==> src/rtl/iter_div_unit.sv <==
// iter_div_unit: iterative restoring integer divider for the EX stage
// (DIV.W / DIV.WU / MOD.W / MOD.WU).
//
// Operands are reduced to unsigned magnitudes on accept. They are divided
// BITS_PER_CYCLE quotient bits per cycle, MSB first. The signs are restored
// in a single FIX cycle. Results are then presented with a one-cycle done pulse.
//
// Parameters
//   WIDTH          operand/result width (>= 4)
//   BITS_PER_CYCLE quotient bits retired per CALC cycle (1, 2 or 4, divides WIDTH)
//
// Ports
//   clk            clock
//   rst            synchronous reset, active-low
//   flush          pipeline flush, cancels any operation in flight
//   start          request, sampled only in IDLE
//   signed_op      1 = two's-complement divide, 0 = unsigned
//   dividend       numerator, sampled with an accepted start
//   divisor        denominator, sampled with an accepted start
//   busy           high from the cycle after accept through the done cycle
//   done           one-cycle pulse, results valid
//   quotient       quotient, held until the next result
//   remainder      remainder, held until the next result
//   divide_by_zero divisor was zero, held like the results
//
// Optional feature macro: DIV_EARLY_OUT_EN
//   When defined, an operation whose dividend magnitude is below its divisor
//   magnitude skips CALC entirely. When undefined, every operation takes N+2 cycles.
module iter_div_unit #(
  parameter int WIDTH          = 32,
  parameter int BITS_PER_CYCLE = 1
) (
  input  logic             clk,
  input  logic             rst,
  input  logic             flush,
  input  logic             start,
  input  logic             signed_op,
  input  logic [WIDTH-1:0] dividend,
  input  logic [WIDTH-1:0] divisor,
  output logic             busy,
  output logic             done,
  output logic [WIDTH-1:0] quotient,
  output logic [WIDTH-1:0] remainder,
  output logic             divide_by_zero
);

  localparam int N     = WIDTH / BITS_PER_CYCLE;
  localparam int CNT_W = $clog2(N + 1);
  localparam logic [WIDTH-1:0] ONE_C  = {{(WIDTH-1){1'b0}}, 1'b1};
  localparam logic [WIDTH-1:0] ZERO_C = {WIDTH{1'b0}};
  localparam logic [CNT_W-1:0] CNT_N_C   = CNT_W'(N);
  localparam logic [CNT_W-1:0] CNT_ONE_C = CNT_W'(1);

  typedef enum logic [1:0] {S_IDLE, S_CALC, S_FIX, S_DONE} state_t;

  // Two's-complement negation. The negation of MIN is MIN, which is
  // exactly the magnitude 2^(WIDTH-1) read as unsigned.
  function automatic logic [WIDTH-1:0] neg_f(input logic [WIDTH-1:0] v);
    return (~v) + ONE_C;
  endfunction

  state_t           state_r;
  logic [CNT_W-1:0] cnt_r;
  logic [WIDTH:0]   rem_r;      // partial remainder, one guard bit
  logic [WIDTH-1:0] quo_r;      // dividend shifts out as quotient shifts in
  logic [WIDTH-1:0] dsr_r;      // divisor magnitude
  logic             signed_r;
  logic             sign_q_r;
  logic             sign_r_r;
  logic             dbz_r;

  logic [WIDTH-1:0] abs_dvd_s;
  logic [WIDTH-1:0] abs_dsr_s;
  logic [WIDTH:0]   step_rem_s;
  logic [WIDTH-1:0] step_quo_s;
  logic [WIDTH-1:0] fix_q_s;
  logic [WIDTH-1:0] fix_r_s;

  // Operand magnitudes; reinterpretation only for signed operations.
  always_comb begin
    if (signed_op && dividend[WIDTH-1]) begin
      abs_dvd_s = neg_f(dividend);
    end else begin
      abs_dvd_s = dividend;
    end
    if (signed_op && divisor[WIDTH-1]) begin
      abs_dsr_s = neg_f(divisor);
    end else begin
      abs_dsr_s = divisor;
    end
  end

`ifdef DIV_EARLY_OUT_EN
  logic early_s;

  // Early-out when the quotient is known to be zero.
  always_comb begin
    early_s = (divisor != ZERO_C) && (abs_dvd_s < abs_dsr_s);
  end
`endif

  // BITS_PER_CYCLE restoring shift-subtract steps, MSB first.
  // A zero divisor always subtracts, so the quotient saturates to all ones
  // and the remainder ends up equal to the dividend magnitude.
  always_comb begin
    step_rem_s = rem_r;
    step_quo_s = quo_r;
    for (int i = 0; i < BITS_PER_CYCLE; i++) begin
      step_rem_s = {step_rem_s[WIDTH-1:0], step_quo_s[WIDTH-1]};
      step_quo_s = {step_quo_s[WIDTH-2:0], 1'b0};
      if (step_rem_s >= {1'b0, dsr_r}) begin
        step_rem_s    = step_rem_s - {1'b0, dsr_r};
        step_quo_s[0] = 1'b1;
      end else begin
        step_quo_s[0] = 1'b0;
      end
    end
  end

  // Sign fix-up. For a zero divisor the quotient stays all ones. Negating
  // the remainder magnitude restores the original dividend bits.
  always_comb begin
    if (signed_r && sign_q_r && !dbz_r) begin
      fix_q_s = neg_f(quo_r);
    end else begin
      fix_q_s = quo_r;
    end
    if (signed_r && sign_r_r) begin
      fix_r_s = neg_f(rem_r[WIDTH-1:0]);
    end else begin
      fix_r_s = rem_r[WIDTH-1:0];
    end
  end

  // Control FSM and all datapath/output registers.
  always_ff @(posedge clk) begin
    if (!rst) begin
      state_r        <= S_IDLE;
      cnt_r          <= {CNT_W{1'b0}};
      rem_r          <= {(WIDTH+1){1'b0}};
      quo_r          <= ZERO_C;
      dsr_r          <= ZERO_C;
      signed_r       <= 1'b0;
      sign_q_r       <= 1'b0;
      sign_r_r       <= 1'b0;
      dbz_r          <= 1'b0;
      busy           <= 1'b0;
      done           <= 1'b0;
      quotient       <= ZERO_C;
      remainder      <= ZERO_C;
      divide_by_zero <= 1'b0;
    end else if (flush) begin
      state_r <= S_IDLE;
      busy    <= 1'b0;
      done    <= 1'b0;
    end else begin
      case (state_r)
        S_IDLE: begin
          done <= 1'b0;
          if (start) begin
            busy     <= 1'b1;
            dsr_r    <= abs_dsr_s;
            signed_r <= signed_op;
            sign_q_r <= dividend[WIDTH-1] ^ divisor[WIDTH-1];
            sign_r_r <= dividend[WIDTH-1];
            dbz_r    <= (divisor == ZERO_C);
            cnt_r    <= CNT_N_C;
`ifdef DIV_EARLY_OUT_EN
            if (early_s) begin
              rem_r   <= {1'b0, abs_dvd_s};
              quo_r   <= ZERO_C;
              state_r <= S_FIX;
            end else begin
              rem_r   <= {(WIDTH+1){1'b0}};
              quo_r   <= abs_dvd_s;
              state_r <= S_CALC;
            end
`else
            rem_r   <= {(WIDTH+1){1'b0}};
            quo_r   <= abs_dvd_s;
            state_r <= S_CALC;
`endif
          end else begin
            busy <= 1'b0;
          end
        end
        S_CALC: begin
          rem_r <= step_rem_s;
          quo_r <= step_quo_s;
          cnt_r <= cnt_r - CNT_ONE_C;
          if (cnt_r == CNT_ONE_C) begin
            state_r <= S_FIX;
          end else begin
            state_r <= S_CALC;
          end
        end
        S_FIX: begin
          quotient       <= fix_q_s;
          remainder      <= fix_r_s;
          divide_by_zero <= dbz_r;
          done           <= 1'b1;
          state_r        <= S_DONE;
        end
        S_DONE: begin
          done    <= 1'b0;
          busy    <= 1'b0;
          state_r <= S_IDLE;
        end
        default: begin
          done    <= 1'b0;
          busy    <= 1'b0;
          state_r <= S_IDLE;
        end
      endcase
    end
  end

endmodule
==> config.mk <==
export PLATFORM = sky130hd
export DESIGN_NAME = iter_div_unit
export DESIGN_NICKNAME = d
export VERILOG_FILES = /design/src/rtl/iter_div_unit.sv
export SDC_FILE = /design/constraint.sdc
export NUM_CORES = 1
export LEC_CHECK = 0
export BUFFER_PORTS_ARGS = -buffer_cell sky130_fd_sc_hd__buf_2
export CAP_MARGIN = 20
export CORE_MARGIN = 5
export CORE_UTILIZATION = 53
export DETAILED_ROUTE_END_ITERATION = 12
export GPL_ROUTABILITY_DRIVEN = 0
export MAX_ROUTING_LAYER = met4
export PLACE_DENSITY = 0.85
export SYNTH_ARGS = -nofsm -noshare
export SYNTH_HDL_FRONTEND = slang
export SYNTH_SLANG_ARGS = --single-unit
==> constraint.sdc <==
create_clock -name clk -period 2.7 [get_ports clk]
set_input_delay 0.135 -clock clk [delete_from_list [all_inputs] [get_ports clk]]
set_output_delay 0.135 -clock clk [all_outputs]
set_load 0.1 [all_outputs]
======== After elaboration in Yosys (flattened, before gate mapping) ========
Cells that the tools add are included.
storage, ports and cells
  bits in registers ....................... 175
  input bits .............................. 69
cells by class
  add/subtract/negate cells ............... 6
  bitwise gates (word level) .............. 7
  eq/ne operators ......................... 5
  reductions and logical operators ........ 16
  order comparisons ....................... 1
  muxes and demuxes ....................... 18
operator list
  operator                 number
  $mux W32                 7
  $add A32 B1 Y32 const B  4
  $not A32 Y32             4
  $pmux W32 S2             2
  $ge A33 B32 Y1           1
  $logic_not A32 Y1        1
  $sub A32 B32 Y32         1
  $pmux W6 S2              1
  $pmux W2 S4              1
  $eq A6 B1 Y1 const B     1
  $mux W6                  1
  $reduce_and A3 Y1        2
  $reduce_bool A2 Y1       3
  $sub A6 B1 Y6 const B    1
  $logic_and A1 B1 Y1      5
  $eq A2 B2 Y1 const B     2
  $mux W2                  2
  $pmux W1 S2              2
  $reduce_or A2 Y1         2
  $eq A2 B1 Y1 const B     1
  $logic_not A2 Y1         1
  $mux W1                  2
  $ne A2 B2 Y1 const B     1
  $not A1 Y1               2
  other kinds (3)          3

======== Logic depth before layout (Yosys ltp) ========
  depth in word-level cells ............... 5
  gate-level depth with buffers ........... 13
  gate-level depth less buffers ........... 13

======== Worst setup path before layout ========
Ideal clock, no wire load.
  kind .................................... register to register
  from .................................... register rem_r[25]
  to ...................................... register rem_r[0]
  arrival time ............................ 2.675 ns
  setup slack ............................. -0.092 ns
  cell stages (with the launch flop) ...... 12
  path buffers ............................ 1
  path through ............................ dfxtp_1 -> ha_1 -> a21o_1 -> a21o_1 -> a21o_1 -> a21o_1 -> a21oi_1 -> nand3_1 -> o21ai_1 -> buf_2 -> nand2_1 -> a32o_1
between the ends
  cells in the longest elaborated chain, start to end .. 3
RTL lines
  item                    RTL line  source
  from (decl)             64        logic [WIDTH:0] rem_r;
  from (signal assigned)  140       rem_r <= {(WIDTH+1){1'b0}};
  from (signal assigned)  179       rem_r <= {(WIDTH+1){1'b0}};
  from (signal assigned)  188       rem_r <= step_rem_s;
  $ge A33 B32 Y1          111       if (step_rem_s >= {1'b0, dsr_r}) begin
  $mux W32                111
  $pmux W32 S2            157       case (state_r)
Every way passes these cells.
A chain may end at the register's enable or synchronous reset.

======== Worst setup path in the final report ========
  from .................................... register dsr_r[1]
  to ...................................... register rem_r[31]
between the ends
  cells in the longest elaborated chain, start to end .. 3
RTL lines
  item                                                RTL line  source
  from (decl)                                         66        logic [WIDTH-1:0] dsr_r;
  from (signal assigned)                              162       dsr_r <= abs_dsr_s;
  $sub A32 B32 Y32 or $ge A33 B32 Y1 (tied branches)  112, 111
  $mux W32 *                                          111
  $pmux W32 S2 *                                      157
Mark *: on every way between the ends. The rest lies on a longest branch, timed or not.

==> results.txt <==
Clock-pin slew on the worst setup and hold paths: 0.07 ns
Max-cap violation count: 0
Antenna cells: 0
Die ar.: 23600 µm²
Vias in the first global route: 10400
Hold Path Class: in -> reg
Max Root-Sink Buffers: 2
Critical Path AT: 3.14 ns
First-pass GRT wire length: 51000 µm
Port Buffers: 135
Floorplan core area: 20300 µm²
Initial core utilization: 0.539
Worst-margin pin slew: 0.783 ns
Worst clock skew: 0.0102 ns
Die Width: 154 µm
Synth-to-layout area growth: 24.7%
Largest net degree at the start of global routing: 69
Vias: 11300
Crit path time final: 2.79 ns
Synthesized cell area: 10900 µm²
Vias/cell: 5.95
GR Overflow Total: 0
Asr flop ratio synth: 0
Final hold vios: 0
Mapped Cells: 1420
Detail Placement HPWL: 23400 µm
Number of synthesized flops with an enable pin: 0
Num rows: 52
Status: finished, violations left
Failing checks: setup timing
Post-Syn Area per Cell: 7.71 µm²
CTS Sinks: 175
Final Max Slew Viols: 0
Crit-path max FO: 3
CTS tree: built
Finish-stage setup viols: 9
Final Non-Filler Cells: 1896
Syn. warnings: 0
Seq. cell area: 3510 µm²
Setup crit end kind: register
Setup ws final: -0.0911 ns
Max-slew headroom: 0.478
Ports: 136
Lkg Pwr: 5.56 nW
Insertion delay to the later sink of the worst-skew pair: 0.43 ns
Main flop type after synthesis: dfxtp_1
Startpoint Class: register
Post-route ant nets: 0
Root Buffer: clkbuf_16
Fmax: 0.358 GHz
CP Class: reg -> reg
Critical Path, Cell by Cell: inv_2 -> ha_4 -> nor2b_4 -> o2111ai_4 -> a2111oi_4 -> o31a_1 -> o21ai_2 -> or4_4 -> a2111oi_4 -> a31oi_1 -> o211ai_1
WP data required: 3.05 ns
Unrepaired setup endpoints after global routing: yes
Die H: 154 µm
Crit path largest cell delay: 0.45 ns
Seq/Total Area, Yosys: 0.320
Final core occ: 0.673
Multi-input logic area: 7300 µm²
Final wirelength: 32900 µm
Worst vdd ir: 0.472 mV
CP most frequent cell: a2111oi_4
P per Cell Area: 484 nW/µm²
Worst hold path stage count: 3
Post-synth cell types: 70
Initial DRT Pass Iterations: 7
R2r worst-path depth: 11
Placed insts: 1845
Reg2reg setup slack: -0.09 ns
Part of the cycle the worst path needs: 1.03
Filler cells: 1602
Syn_nets: 1533
# DRC: 0
Fin nets: 1726
CTS buffer count: 17
Wire per inst: 17.4 µm
Yosys reg bits: 175
Ratio of cells with drive above 1 in the final layout: 0.223
CTS H-tree depth: 4
GRT Util Overall: 0.263
Initial DRC count: 1286
Power, Total: 6.61 mW
Initial antenna violation count: 0
Critical path's slowest cell: or4_4
worst paths after layout:
kind                startpoint            to
setup / recovery      dsr_r[1]     rem_r[31]
hold / removal     divisor[23]     dsr_r[23]
setup reg to reg      dsr_r[1]     rem_r[31]
hold reg to reg   quotient[26]  quotient[26]
metal layers:
| layer | track usage | vias up | part of all wire |
|---|---|---|---|
| met2 | 0.398 | 528 | 0.44 |
| li1 | - | 5458 | - |
| met5 | - | - | 0 |
| met3 | 0.0576 | 75 | 0.088 |
| met4 | 0.0757 | 0 | 0.025 |
| met1 | 0.356 | 5221 | 0.44 |
state kept, by name, summed over array words and instances (netlist names), named ones only:
register        flops
dsr_r              32
divide_by_zero      1
dbz_r               1
rem_r              32
signed_r            1
busy                1
sign_r_r            1
quotient           32
state_r             1
done                1
quo_r              32
cnt_r               6
remainder          32
sign_q_r            1
cells by family after synthesis:
logic type               Yosys count  synth area share
multiplexers                      25            0.0229
AND/OR/NAND/NOR                  471             0.201
buffers and inverters            136            0.0473
adder cells (fa/ha/maj)           44            0.0510
flip-flops                       175             0.320
XOR/XNOR                         139             0.111
AO/OA/AOI/OAI                    430             0.247
stage by stage:
| step | cell area, µm² | worst slack [ns] | hold slack, ns | TNS, ns |
|---|---|---|---|---|
| 5_1_grt | 13700 | -0.252 | 0.0358 | -2.56 |
| 2_1_floorplan | 11000 | 0.0359 | 0.271 | 0 |
| 4_1_cts | 13200 | -0.0256 | 0.00124 | -0.162 |
| 3_5_place_dp | 12500 | -0.183 | 0.415 | -0.632 |
| 3_3_place_gp | 12500 | -0.0647 | 0.418 | -0.0813 |
| 6_report | 13700 | -0.0911 | 0.0103 | -0.378 |
cell usage after synthesis (all sizes together), types with 2 or more instances:
cell	number	area [µm²]
a2111oi	3	26.3
a211oi	62	465
a21boi	3	22.5
a21o	15	113
a21oi	126	634
a311oi	14	123
a31oi	15	93.8
a32oi	9	78.8
and2	10	62.6
and3	7	43.8
buf	10	45.0
clkbuf	72	270
dfxtp	175	3500
ha	43	538
inv	54	203
mux2i	25	250
nand2	171	644
nand2b	13	81.3
nand3	26	130
nand3b	4	30.0
nand4	6	37.5
nor2	149	559
nor2b	3	18.8
nor3	18	90.1
nor3b	3	33.8
nor4	17	134
o2111ai	2	17.5
o211ai	7	52.6
o21a	2	15.0
o21ai	113	566
o21ba	3	30.0
o21bai	9	67.6
o221ai	3	26.3
o31ai	19	143
o41a	2	32.5
o41ai	13	114
or2	4	25.0
or3	20	129
or4	15	116
xnor2	77	674
xor2	62	543
cells in the final DEF, fill, tap and decap left out, drive strengths merged, types with 13 or more instances in the layout:
cell type	n
o21ai	113
ha	43
nand2b	13
a21o	15
o41ai	13
xnor2	77
nor3	18
inv	59
or3	20
nand3	26
a311oi	14
buf	251
o31ai	19
or4	15
dfxtp	175
nand2	171
clkbuf	20
xor2	62
nor2	149
mux2i	25
a211oi	62
nor4	17
a31oi	15
a21oi	126
repair_timing:
| action | CTS | global route |
|---|---|---|
| setup buffers | 1 | 12 |
| endpoints found under the setup margin | 24 | 46 |
| pin swaps | 3 | 22 |
| resized for setup | 13 | 63 |
| hold buffers | 3 | 0 |
| cloned | 1 | 2 |
| endpoints found under the hold margin | 3 | 0 |
worst max-delay path, delay by kind of cell, from the launching register on:
family | cells | cell delay, ns
AO/OA/AOI/OAI | 7 | 1.43
adder cells (fa/ha/maj) | 1 | 0.26
buffers and inverters | 1 | 0.06
flip-flops | 1 | 0.33
AND/OR/NAND/NOR | 2 | 0.62
report_power, final:
group | total, mW | internal [mW] | switching [mW]
Sequential | 2.74 | 2.66 | 0.0787
Combinational | 1.32 | 0.573 | 0.747
Clock | 2.56 | 1.47 | 1.08
Total | 6.61 | 4.70 | 1.91
area by class of cell:
cell class,count,share of cell area
multi-input cells,1109,0.534
inverters,54,0.0149
well taps,270,0.0247
flip-flops and latches,175,0.257
repair buffers,256,0.125
clock buffers,18,0.0314
clock inverters,14,0.0131
No activity file was read; power rests on OpenSTA's default activity.
